## src/rtl/video_pkg.sv

```systemverilog
// video_pkg: shared colour/timing types and standard raster constants for scanout
package video_pkg;

  typedef logic [11:0] rgb_444_t;

  typedef struct packed {
    int unsigned w;
    int unsigned h;
    int unsigned h_fp;
    int unsigned h_sync;
    int unsigned h_bp;
    int unsigned v_fp;
    int unsigned v_sync;
    int unsigned v_bp;
  } timing_t;

  typedef struct packed {
    logic [1:0] blank;
    logic [1:0] sync;
    logic       en;
    logic       strb;
    logic       fs;
    logic       vb;
  } stage_t;

  localparam timing_t VGA_640X480 = '{w: 640, h: 480, h_fp: 16, h_sync: 96, h_bp: 48,
                                      v_fp: 10, v_sync: 2, v_bp: 33};

  localparam logic [1:0] SYNC_ACTIVE_HIGH = 2'b00;
  localparam logic [1:0] SYNC_ACTIVE_LOW  = 2'b11;

  function automatic int unsigned full_w(timing_t t);
    return t.w + t.h_fp + t.h_sync + t.h_bp;
  endfunction

  function automatic int unsigned full_h(timing_t t);
    return t.h + t.v_fp + t.v_sync + t.v_bp;
  endfunction

endpackage

```

## src/rtl/video_raster_counter.sv

```systemverilog
// video_raster_counter: x/y raster position with blank, sync and event decode
module video_raster_counter
  import video_pkg::*;
#(
  parameter timing_t    T        = VGA_640X480,
  parameter logic [1:0] SYNC_POL = SYNC_ACTIVE_HIGH
) (
  input  logic       clock,
  input  logic       reset_n,
  output logic [1:0] blank,
  output logic [1:0] sync,
  output logic       active,
  output logic       line_end,
  output logic       frame_pt,
  output logic       vblank_pt,
  output logic       wrap
);

  localparam int unsigned WF = full_w(T);
  localparam int unsigned HF = full_h(T);
  localparam int XW = $clog2(WF);
  localparam int YW = $clog2(HF);
  localparam logic [XW-1:0] X_LAST  = XW'(WF - 1);
  localparam logic [XW-1:0] X_AEND  = XW'(T.w - 1);
  localparam logic [XW-1:0] X_ACT   = XW'(T.w);
  localparam logic [XW-1:0] HS_ON   = XW'(T.w + T.h_fp);
  localparam logic [XW-1:0] HS_OFF  = XW'(T.w + T.h_fp + T.h_sync);
  localparam logic [YW-1:0] Y_LAST  = YW'(HF - 1);
  localparam logic [YW-1:0] Y_ACT   = YW'(T.h);
  localparam logic [YW-1:0] VS_ON   = YW'(T.h + T.v_fp);
  localparam logic [YW-1:0] VS_OFF  = YW'(T.h + T.v_fp + T.v_sync);

  logic [XW-1:0] x;
  logic [YW-1:0] y;
  logic hb, vb, hs, vs;

  // Free-running raster position; y advances when x wraps
  always_ff @(posedge clock or negedge reset_n) begin
    if (!reset_n) begin
      x <= '0;
      y <= '0;
    end else begin
      x <= x == X_LAST ? '0 : x + XW'(1);
      if (x == X_LAST) y <= y == Y_LAST ? '0 : y + YW'(1);
    end
  end

  // Blank/sync windows and per-position events decoded from the current raster
  always_comb begin
    hb        = x >= X_ACT;
    vb        = y >= Y_ACT;
    hs        = x >= HS_ON && x < HS_OFF;
    vs        = y >= VS_ON && y < VS_OFF;
    blank     = {vb, hb};
    sync      = {vs, hs} ^ SYNC_POL;
    active    = !hb && !vb;
    line_end  = x == X_AEND && !vb;
    frame_pt  = x == '0 && y == '0;
    vblank_pt = x == '0 && y == Y_ACT;
    wrap      = x == X_LAST && y == Y_LAST;
  end

endmodule

```

## src/rtl/video_scanout.sv

```systemverilog
// video_scanout: scaled framebuffer fetch plus latency-compensated VGA output pipeline
module video_scanout
  import video_pkg::*;
#(
  parameter int         W            = 640,
  parameter int         H            = 480,
  parameter int         H_FP         = 16,
  parameter int         H_SYNC       = 96,
  parameter int         H_BP         = 48,
  parameter int         V_FP         = 10,
  parameter int         V_SYNC       = 2,
  parameter int         V_BP         = 33,
  parameter int         SCALE_X      = 4,
  parameter int         SCALE_Y      = 4,
  parameter int         COLOR_BITS   = 12,
  parameter int         READ_LATENCY = 1,
  parameter logic [1:0] SYNC_POL     = 2'b00,
  localparam int        ADDR_BITS    = $clog2((W / SCALE_X) * (H / SCALE_Y))
) (
  input  logic                  clock,
  input  logic                  reset_n,
  input  logic                  enable,
  input  logic [COLOR_BITS-1:0] border,
  output logic [ADDR_BITS-1:0]  fetch_addr,
  output logic                  fetch_strobe,
  input  logic [COLOR_BITS-1:0] fetch_data,
  output logic [COLOR_BITS-1:0] pixel,
  output logic [1:0]            blank,
  output logic [1:0]            sync,
  output logic                  frame_start,
  output logic                  vblank_start,
  output logic [7:0]            frame_count
);

  localparam timing_t T = '{w: W, h: H, h_fp: H_FP, h_sync: H_SYNC, h_bp: H_BP,
                            v_fp: V_FP, v_sync: V_SYNC, v_bp: V_BP};
  localparam int D   = READ_LATENCY + 1;
  localparam int SXW = SCALE_X > 1 ? $clog2(SCALE_X) : 1;
  localparam int SYW = SCALE_Y > 1 ? $clog2(SCALE_Y) : 1;
  localparam logic [SXW-1:0]       SX_LAST  = SXW'(SCALE_X - 1);
  localparam logic [SYW-1:0]       SY_LAST  = SYW'(SCALE_Y - 1);
  localparam logic [ADDR_BITS-1:0] ROW_STEP = ADDR_BITS'(W / SCALE_X);
  localparam stage_t IDLE = '{blank: 2'b11, sync: SYNC_POL, en: 1'b0, strb: 1'b0,
                              fs: 1'b0, vb: 1'b0};

  if (W % SCALE_X != 0) begin : g_bad_sx
    $error("W must be a multiple of SCALE_X");
  end
  if (H % SCALE_Y != 0) begin : g_bad_sy
    $error("H must be a multiple of SCALE_Y");
  end
  if (READ_LATENCY < 1) begin : g_bad_rl
    $error("READ_LATENCY must be at least 1");
  end

  logic [1:0]            blank_r, sync_r;
  logic                  active, line_end, frame_pt, vblank_pt, wrap;
  logic [SXW-1:0]        sx;
  logic [SYW-1:0]        sy;
  logic [ADDR_BITS-1:0]  col, row_base;
  logic                  en_lat, en_frame;
  logic [COLOR_BITS-1:0] held;
  stage_t                cur;
  stage_t                pipe [D];

  video_raster_counter #(.T(T), .SYNC_POL(SYNC_POL)) u_raster (
    .clock     (clock),
    .reset_n   (reset_n),
    .blank     (blank_r),
    .sync      (sync_r),
    .active    (active),
    .line_end  (line_end),
    .frame_pt  (frame_pt),
    .vblank_pt (vblank_pt),
    .wrap      (wrap)
  );

  assign fetch_strobe = pipe[0].strb;

  // At (0,0) the live enable governs so the first frame after reset can fetch
  always_comb begin
    en_frame = frame_pt ? enable : en_lat;
    cur      = '{blank: blank_r, sync: sync_r, en: en_frame,
                 strb: active && sx == '0 && en_frame, fs: frame_pt, vb: vblank_pt};
  end

  // Incremental source walk: sx/col across a line, sy/row_base down the frame
  always_ff @(posedge clock or negedge reset_n) begin
    if (!reset_n) begin
      sx          <= '0;
      sy          <= '0;
      col         <= '0;
      row_base    <= '0;
      en_lat      <= 1'b0;
      frame_count <= '0;
    end else begin
      if (frame_pt) en_lat <= enable;
      if (active) begin
        sx  <= sx == SX_LAST ? '0 : sx + SXW'(1);
        col <= line_end ? '0 : (sx == SX_LAST ? col + ADDR_BITS'(1) : col);
      end
      if (line_end) begin
        sy <= sy == SY_LAST ? '0 : sy + SYW'(1);
        if (sy == SY_LAST) row_base <= row_base + ROW_STEP;
      end
      if (wrap) begin
        sy          <= '0;
        row_base    <= '0;
        frame_count <= frame_count + 8'd1;
      end
    end
  end

  // Fetch request register and the delay line matching the memory read latency
  always_ff @(posedge clock or negedge reset_n) begin
    if (!reset_n) begin
      fetch_addr <= '0;
      for (int i = 0; i < D; i++) pipe[i] <= IDLE;
    end else begin
      fetch_addr <= row_base + col;
      pipe[0]    <= cur;
      for (int i = 1; i < D; i++) pipe[i] <= pipe[i-1];
    end
  end

  // Output stage: capture returning data, hold it across the scaled pixels
  always_ff @(posedge clock or negedge reset_n) begin
    if (!reset_n) begin
      held         <= '0;
      pixel        <= '0;
      blank        <= 2'b11;
      sync         <= SYNC_POL;
      frame_start  <= 1'b0;
      vblank_start <= 1'b0;
    end else begin
      if (pipe[READ_LATENCY].strb) held <= fetch_data;
      pixel        <= pipe[READ_LATENCY].blank != 2'b00 ? '0 :
                      !pipe[READ_LATENCY].en ? border :
                      pipe[READ_LATENCY].strb ? fetch_data : held;
      blank        <= pipe[READ_LATENCY].blank;
      sync         <= pipe[READ_LATENCY].sync;
      frame_start  <= pipe[READ_LATENCY].fs;
      vblank_start <= pipe[READ_LATENCY].vb;
    end
  end

endmodule

```

## config.mk

```make
export PLATFORM = sky130hd
export DESIGN_NAME = video_scanout
export DESIGN_NICKNAME = d
export VERILOG_FILES = /design/src/rtl/video_pkg.sv /design/src/rtl/video_raster_counter.sv /design/src/rtl/video_scanout.sv
export SDC_FILE = /design/constraint.sdc
export NUM_CORES = 1
export LEC_CHECK = 0
export ABC_AREA = 1
export CAP_MARGIN = 20
export CELL_PAD_IN_SITES_DETAIL_PLACEMENT = 0
export CELL_PAD_IN_SITES_GLOBAL_PLACEMENT = 2
export CORE_UTILIZATION = 35
export CTS_BUF_LIST = sky130_fd_sc_hd__clkbuf_4
export DETAILED_ROUTE_END_ITERATION = 7
export PLACE_DENSITY_LB_ADDON = 0.1
export SKIP_CTS_REPAIR_TIMING = 1
export SLEW_MARGIN = 10
export SYNTH_ARGS = -nofsm -noshare
export SYNTH_HDL_FRONTEND = slang
export SYNTH_HIERARCHICAL = 1
export SYNTH_SLANG_ARGS = --single-unit
```

## constraint.sdc

```tcl
create_clock -name clock -period 3.1 [get_ports clock]
set_input_delay 0.62 -clock clock [delete_from_list [all_inputs] [get_ports clock]]
set_output_delay 0.62 -clock clock [all_outputs]
set_load 0.02 [all_outputs]
```

# Yosys cells after proc, flatten, opt, wreduce, memory -nomap -nowiden
# Cells that the tools add are included.
dict set report classes {
  order_cmp 6
  add_sub_neg 8
  reduce_logical 20
  muxes 15
  n_eq_ne 6
}
# operator n
set ops {}
lappend ops {{two-way mux 15 bit} 5}
lappend ops {{two-way mux 12 bit} 3}
lappend ops {{== test 10 bit, second input constant} 3}
lappend ops {{adder 10 x 1 -> 10 bit, second input constant} 2}
lappend ops {{>= comparator 10 bit, second input constant} 2}
lappend ops {{>= comparator 10 x 9 -> 1 bit, second input constant} 2}
lappend ops {{logical NOT 10 bit} 2}
lappend ops {{two-way mux 10 bit} 2}
lappend ops {{adder 15 x 1 -> 15 bit, second input constant} 1}
lappend ops {{adder 15 bit} 1}
lappend ops {{adder 15 x 8 -> 15 bit, second input constant} 1}
lappend ops {{== test 10 x 9 -> 1 bit, second input constant} 1}
lappend ops {{less-than comparator 10 bit, second input constant} 1}
lappend ops {{less-than comparator 10 x 9 -> 1 bit, second input constant} 1}
lappend ops {{logical AND 1 bit} 9}
lappend ops {{adder 8 x 1 -> 8 bit, second input constant} 1}
lappend ops {{two-way mux 2 bit} 4}
lappend ops {{nonzero test 2 bit} 4}
lappend ops {{adder 2 x 1 -> 2 bit, second input constant} 2}
lappend ops {{== test 2 bit, second input constant} 2}
lappend ops {{AND reduction 2 bit} 2}
lappend ops {{logical NOT 1 bit} 2}
lappend ops {{logical NOT 2 bit} 1}
lappend ops {{two-way mux 1 bit} 1}
dict set report totals {
  inputBits 27
  register_bits 123
  wordCells 81
}

# Logic depth before layout (Yosys ltp)
dict set report logic_depth {
  word_depth 5
  depth_mapped 14
}

# Cells and area by module
# Netlist, hierarchy kept.
# module area_each_um2 cells_each instances
set modules_own_cells {}
lappend modules_own_cells {video_scanout 4398.0 479 1}
lappend modules_own_cells {video_raster_counter 1252.5 166 1}

# Worst setup path before layout
# No wires, ideal clock.
dict set report synth_timing {
  path_kind {reg2reg}
  start {register u_raster.x[0]}
  end {register col[7]}
  required_ps 2969
  synth_period_minus_slack_ps 2720
  setup_slack_ps 380
  t_arrival_ps 2590
  stages_incl_launch_ff 11
  path_cell_list {dfrtp_1 -> ha_1 -> nand2_2 -> nor2_4 -> nand2_1 -> nor4_1 -> inv_2 -> nor2_4 -> inv_1 -> o21ai_0 -> a21oi_1}
}
dict set report synth_between {
  elab_chain_cells 4
}
# item line_no
set synth_rtl {}
lappend synth_rtl {{start: declaration} video_raster_counter.sv:33} ;# logic [XW-1:0] x;
lappend synth_rtl {{start signal: assignment} video_raster_counter.sv:43} ;# x <= x == X_LAST ? '0 : x + XW'(1);
lappend synth_rtl {{== test 10 bit (*)} video_raster_counter.sv:57} ;# line_end = x == X_AEND && !vb;
lappend synth_rtl {{logical AND 1 bit (*)} video_raster_counter.sv:57}
lappend synth_rtl {{named net line_end} video_scanout.sv:57} ;# logic active, line_end, frame_pt, vblank_pt, wrap;
lappend synth_rtl {{nonzero test 2 bit (no line)} -}
lappend synth_rtl {{AND reduction 2 bit (no line)} -}
lappend synth_rtl {{end signal: assignment} video_scanout.sv:100} ;# col <= line_end ? '0 : (sx == SX_LAST ? col + ADDR_BITS'(1) : col);
lappend synth_rtl {{end: declaration} video_scanout.sv:60} ;# logic [ADDR_BITS-1:0] col, row_base;
# Mark *: on every way through the listed nets, which the timed path passes. The rest lies on a longest branch.
# A chain may end at the register's enable or synchronous reset.

# Worst setup path after layout
dict set report layout_timing {
  start {register u_raster.x[0]}
  end {register frame_count[7]}
}
dict set report layout_between {
  elab_chain_cells 2
}
# item line_no
set layout_rtl {}
lappend layout_rtl {{== test 10 bit} video_raster_counter.sv:60} ;# wrap = x == X_LAST && y == Y_LAST;
lappend layout_rtl {{logical AND 1 bit} video_raster_counter.sv:60}
lappend layout_rtl {{named net wrap} video_scanout.sv:57}
lappend layout_rtl {{end signal: assignment} video_scanout.sv:109} ;# frame_count <= frame_count + 8'd1;
lappend layout_rtl {{end: declaration} video_scanout.sv:32} ;# output logic [7:0] frame_count
# The timed path passes the listed nets, and every way through them passes these cells.

==> impl_metrics.csv <==
group,metric,value,unit
outcome,status,"finished, final reports clean",
synthesis,synth_commonest_cells,"138 x nand2_1, 112 x dfrtp_1, 91 x inv_1",
synthesis,netlist_area,5650,um^2
clocking,cts_sinks,118,
placed_design,dpl_worst_slack,0.635,ns
routing,drt-initial-drc-count,242,
sta,rsz0062_at_grt,"no",
placed_design,port_buffers,68,
floorplan,core,15800,um^2
synthesis,avgSynthCellArea,8.76,um^2
pwr,ir_drop,0.253,mV
clocking,numCtsBuffers,17,
routing,vias,4243,
routing,ant_nets,0,
clocking,tritoncts,"yes",
synthesis,ys_ff_latch,118,
sta,fin_tns_setup,0,ns
worst_setup_path,crit_family,"simple AND/OR/NAND/NOR gates",
sta,setup_viol,0,
synthesis,synthTopCellsByArea,"dfrtp_1 50%, nand2_1 9.2%, inv_1 6.0%",
cells_and_area,fin_cells,950,
sta,worst_slack,0.664,ns
global_routing,grt_pass1_wl,20500,um
cells_and_area,area_delta_synth_final,21.1,%
cells_and_area,fin_util,43.2,%
clocking,cts_max_level,4,
global_routing,grt.total_usage,16.1,%
placed_design,dpl.hpwl,8740,um
clocking,clk_latency,0.52,ns
sta,tightest_slew,0.680,ns
sta,slew_headroom,54.7,%
synthesis,async_reset_ff_share,100,%
cells_and_area,drive_above_1_share,10.9,%
sta,whs,0.125,ns
placed_design,gp_congestion,0.804,
synthesis,synth_edf_count,0,
worst_setup_path,criticalPathCategory,"register to register",
worst_setup_path,critical-path-max-stage-delay,0.39,ns
floorplan,row_count,46,
sta,fin_crit,2.44,ns
worst_setup_path,cp_data_arrival_time,2.85,ns
placed_design,dpl.cell_count,917,
synthesis,netlist.area_leader.share,49.6,%
global_routing,grt_pass1_vias,4180,
clocking,path_clk_slew,0.10,ns
sta,fmax,0.410,GHz
synthesis,yosys.area.top_type,"dfrtp_1",
floorplan,die-area,16700,um^2
worst_setup_path,end_kind,"register",
floorplan,io_pins,69,
synthesis,synth_warnings,6,
run,max_cap_violations,0,
routing,routed_wl,12000,um
synthesis,syn-num-nets,691,
synthesis,ys_seq_area_share,52.4,%
clocking,root_buffer,"clkbuf_4",
worst_setup_path,cp_max_fo,12,
global_routing,grt_max_degree,50,
floorplan,die_y,129,um
global_routing,grt_antenna_before_repair,1,
synthesis,syn_inst,645,
floorplan,fp.dieW,129,um
sta,maxSlewViolCount,0,
synthesis,synth_cell_types,35,
worst_setup_path,critPathBufInv,2,
floorplan,initial_core_util,35.7,%
worst_setup_path,critPathLaunchType,"register",
synthesis,ys.flop_type,"dfrtp_1",
routing,firstDrtPassIters,6,
cells_and_area,fin_nets,766,
sta,finalCritPeriodShare,78.6,%
clocking,clockBufferDepth,2,
min_path,hp-class,"primary input to async pin",
routing,drc,0,
routing,vias_per_cell,4.47,
pwr,powerDensity,420,nW/um^2
global_routing,grt_overflow,0,
routing,wire_per_inst,12.6,um
sta,hold_viol_final,0,
synthesis,synth.most_common_cell,"nand2_1",
pwr,p_leak,3.37,nW
sta,finClkSkew,0.0149,ns
worst_setup_path,cp_cell_sequence,"ha_1 > nand2_2 > nor2_4 > inv_2 > nor2_4 > nand2_1 > inv_1 > nand2_1 > nor3_1 > nand4_1 > xor2_1",
worst_setup_path,cp.required,3.51,ns
worst_setup_path,critPathSlowestCell,"dfrtp_1",
-- cell families (layout without fill, tap and decap cells) --
logic type,after synthesis,after routing,share of synthesized area [%]
multiplexers,12,12,2.39
AND/OR/NAND/NOR,299,299,22.9
AO/OA/AOI/OAI,63,63,6.36
adder cells (fa/ha/maj),19,19,4.21
other,0,1,0
buffers and inverters,110,198,8.02
XOR/XNOR,24,24,3.72
flip-flops,118,118,52.4
-- power by group --
group	total (mW)	leakage [nW]	switching [mW]	internal, mW
logic	0.160	1.69	0.0818	0.0783
registers	1.58	1.52	0.0106	1.57
clock network	1.13	0.155	0.561	0.572
total	2.87	3.37	0.654	2.22
-- state kept, by name (all words and copies together), names as in the netlist --
name,flops
col,15
fetch_addr,15
pipe,15
held,12
pixel,12
row_base,10
u_raster/x,10
u_raster/y,10
frame_count,8
blank,2
sx,2
sy,2
sync,2
fetch_strobe,1
frame_start,1
vblank_start,1
-- worst paths after layout --
path	startpoint	end	slack, ns	depth (start not counted)
max reg2reg	u_raster/x[0]$_DFF_PN0_	frame_count[7]$_DFFE_PN0P_	0.66	11
min reg2reg	pipe[0]$_DFF_PN0_	vblank_start$_DFF_PN0_	0.36	0
min in group clock	pipe[0]$_DFF_PN0_	vblank_start$_DFF_PN0_	0.36	0
max	u_raster/x[0]$_DFF_PN0_	frame_count[7]$_DFFE_PN0P_	0.66	11
max in group asynchronous	reset_n	pipe[14]$_DFF_PN1_	2.25	2
min	reset_n	held[6]$_DFF_PN0_	0.12	1
-- area by class of cell --
cell class                 instances  area [um^2]
clock inverter                    12          136
antenna                            1         2.50
fill                            1588         8990
tap                              216          270
timing repair buffer              73          728
multi-input combinational        417         2240
sequential                       118         2960
inverter                          93          349
clock buffer                      20          150
-- per-stage QoR --
stage / instance area, um^2 / total power [mW]
floorplan: 5650 / 1.67
global placement: 6550 / 1.77
detailed placement: 6550 / 1.78
CTS: 6840 / 2.95
global route: 6840 / 3.04
finish: 6840 / 2.87
-- metal layers --
metal	global-route usage (%)	part of all wire (%)	wire, um
met2	25.0	45	5460
met4	6.64	2.0	240
met3	3.92	3.2	386
met5	0	0	0
met1	21.7	49	5920
-- cells in the final DEF, fill, tap and decap left out, types with 2 or more instances in the layout --
| master | instances |
|---|---|
| clkinv_2 | 4 |
| dfrtp_1 | 112 |
| inv_2 | 2 |
| nand3_1 | 29 |
| ha_1 | 19 |
| nor2_4 | 5 |
| inv_1 | 91 |
| a21oi_2 | 2 |
| buf_4 | 5 |
| xnor2_1 | 4 |
| a21oi_1 | 17 |
| mux2_2 | 12 |
| nand2_1 | 138 |
| or2_2 | 3 |
| nor2_1 | 90 |
| nor2_2 | 7 |
| xor2_1 | 20 |
| nand4_1 | 11 |
| clkinvlp_4 | 2 |
| o21ai_0 | 33 |
| nand2_2 | 2 |
| nor3_1 | 8 |
| o21bai_1 | 4 |
| clkbuf_4 | 20 |
| clkinv_1 | 3 |
| clkdlybuf4s50_1 | 67 |
| o21ai_1 | 3 |
| dfstp_2 | 6 |
| bufinv_16 | 3 |
(Power assumes the default switching activity.)
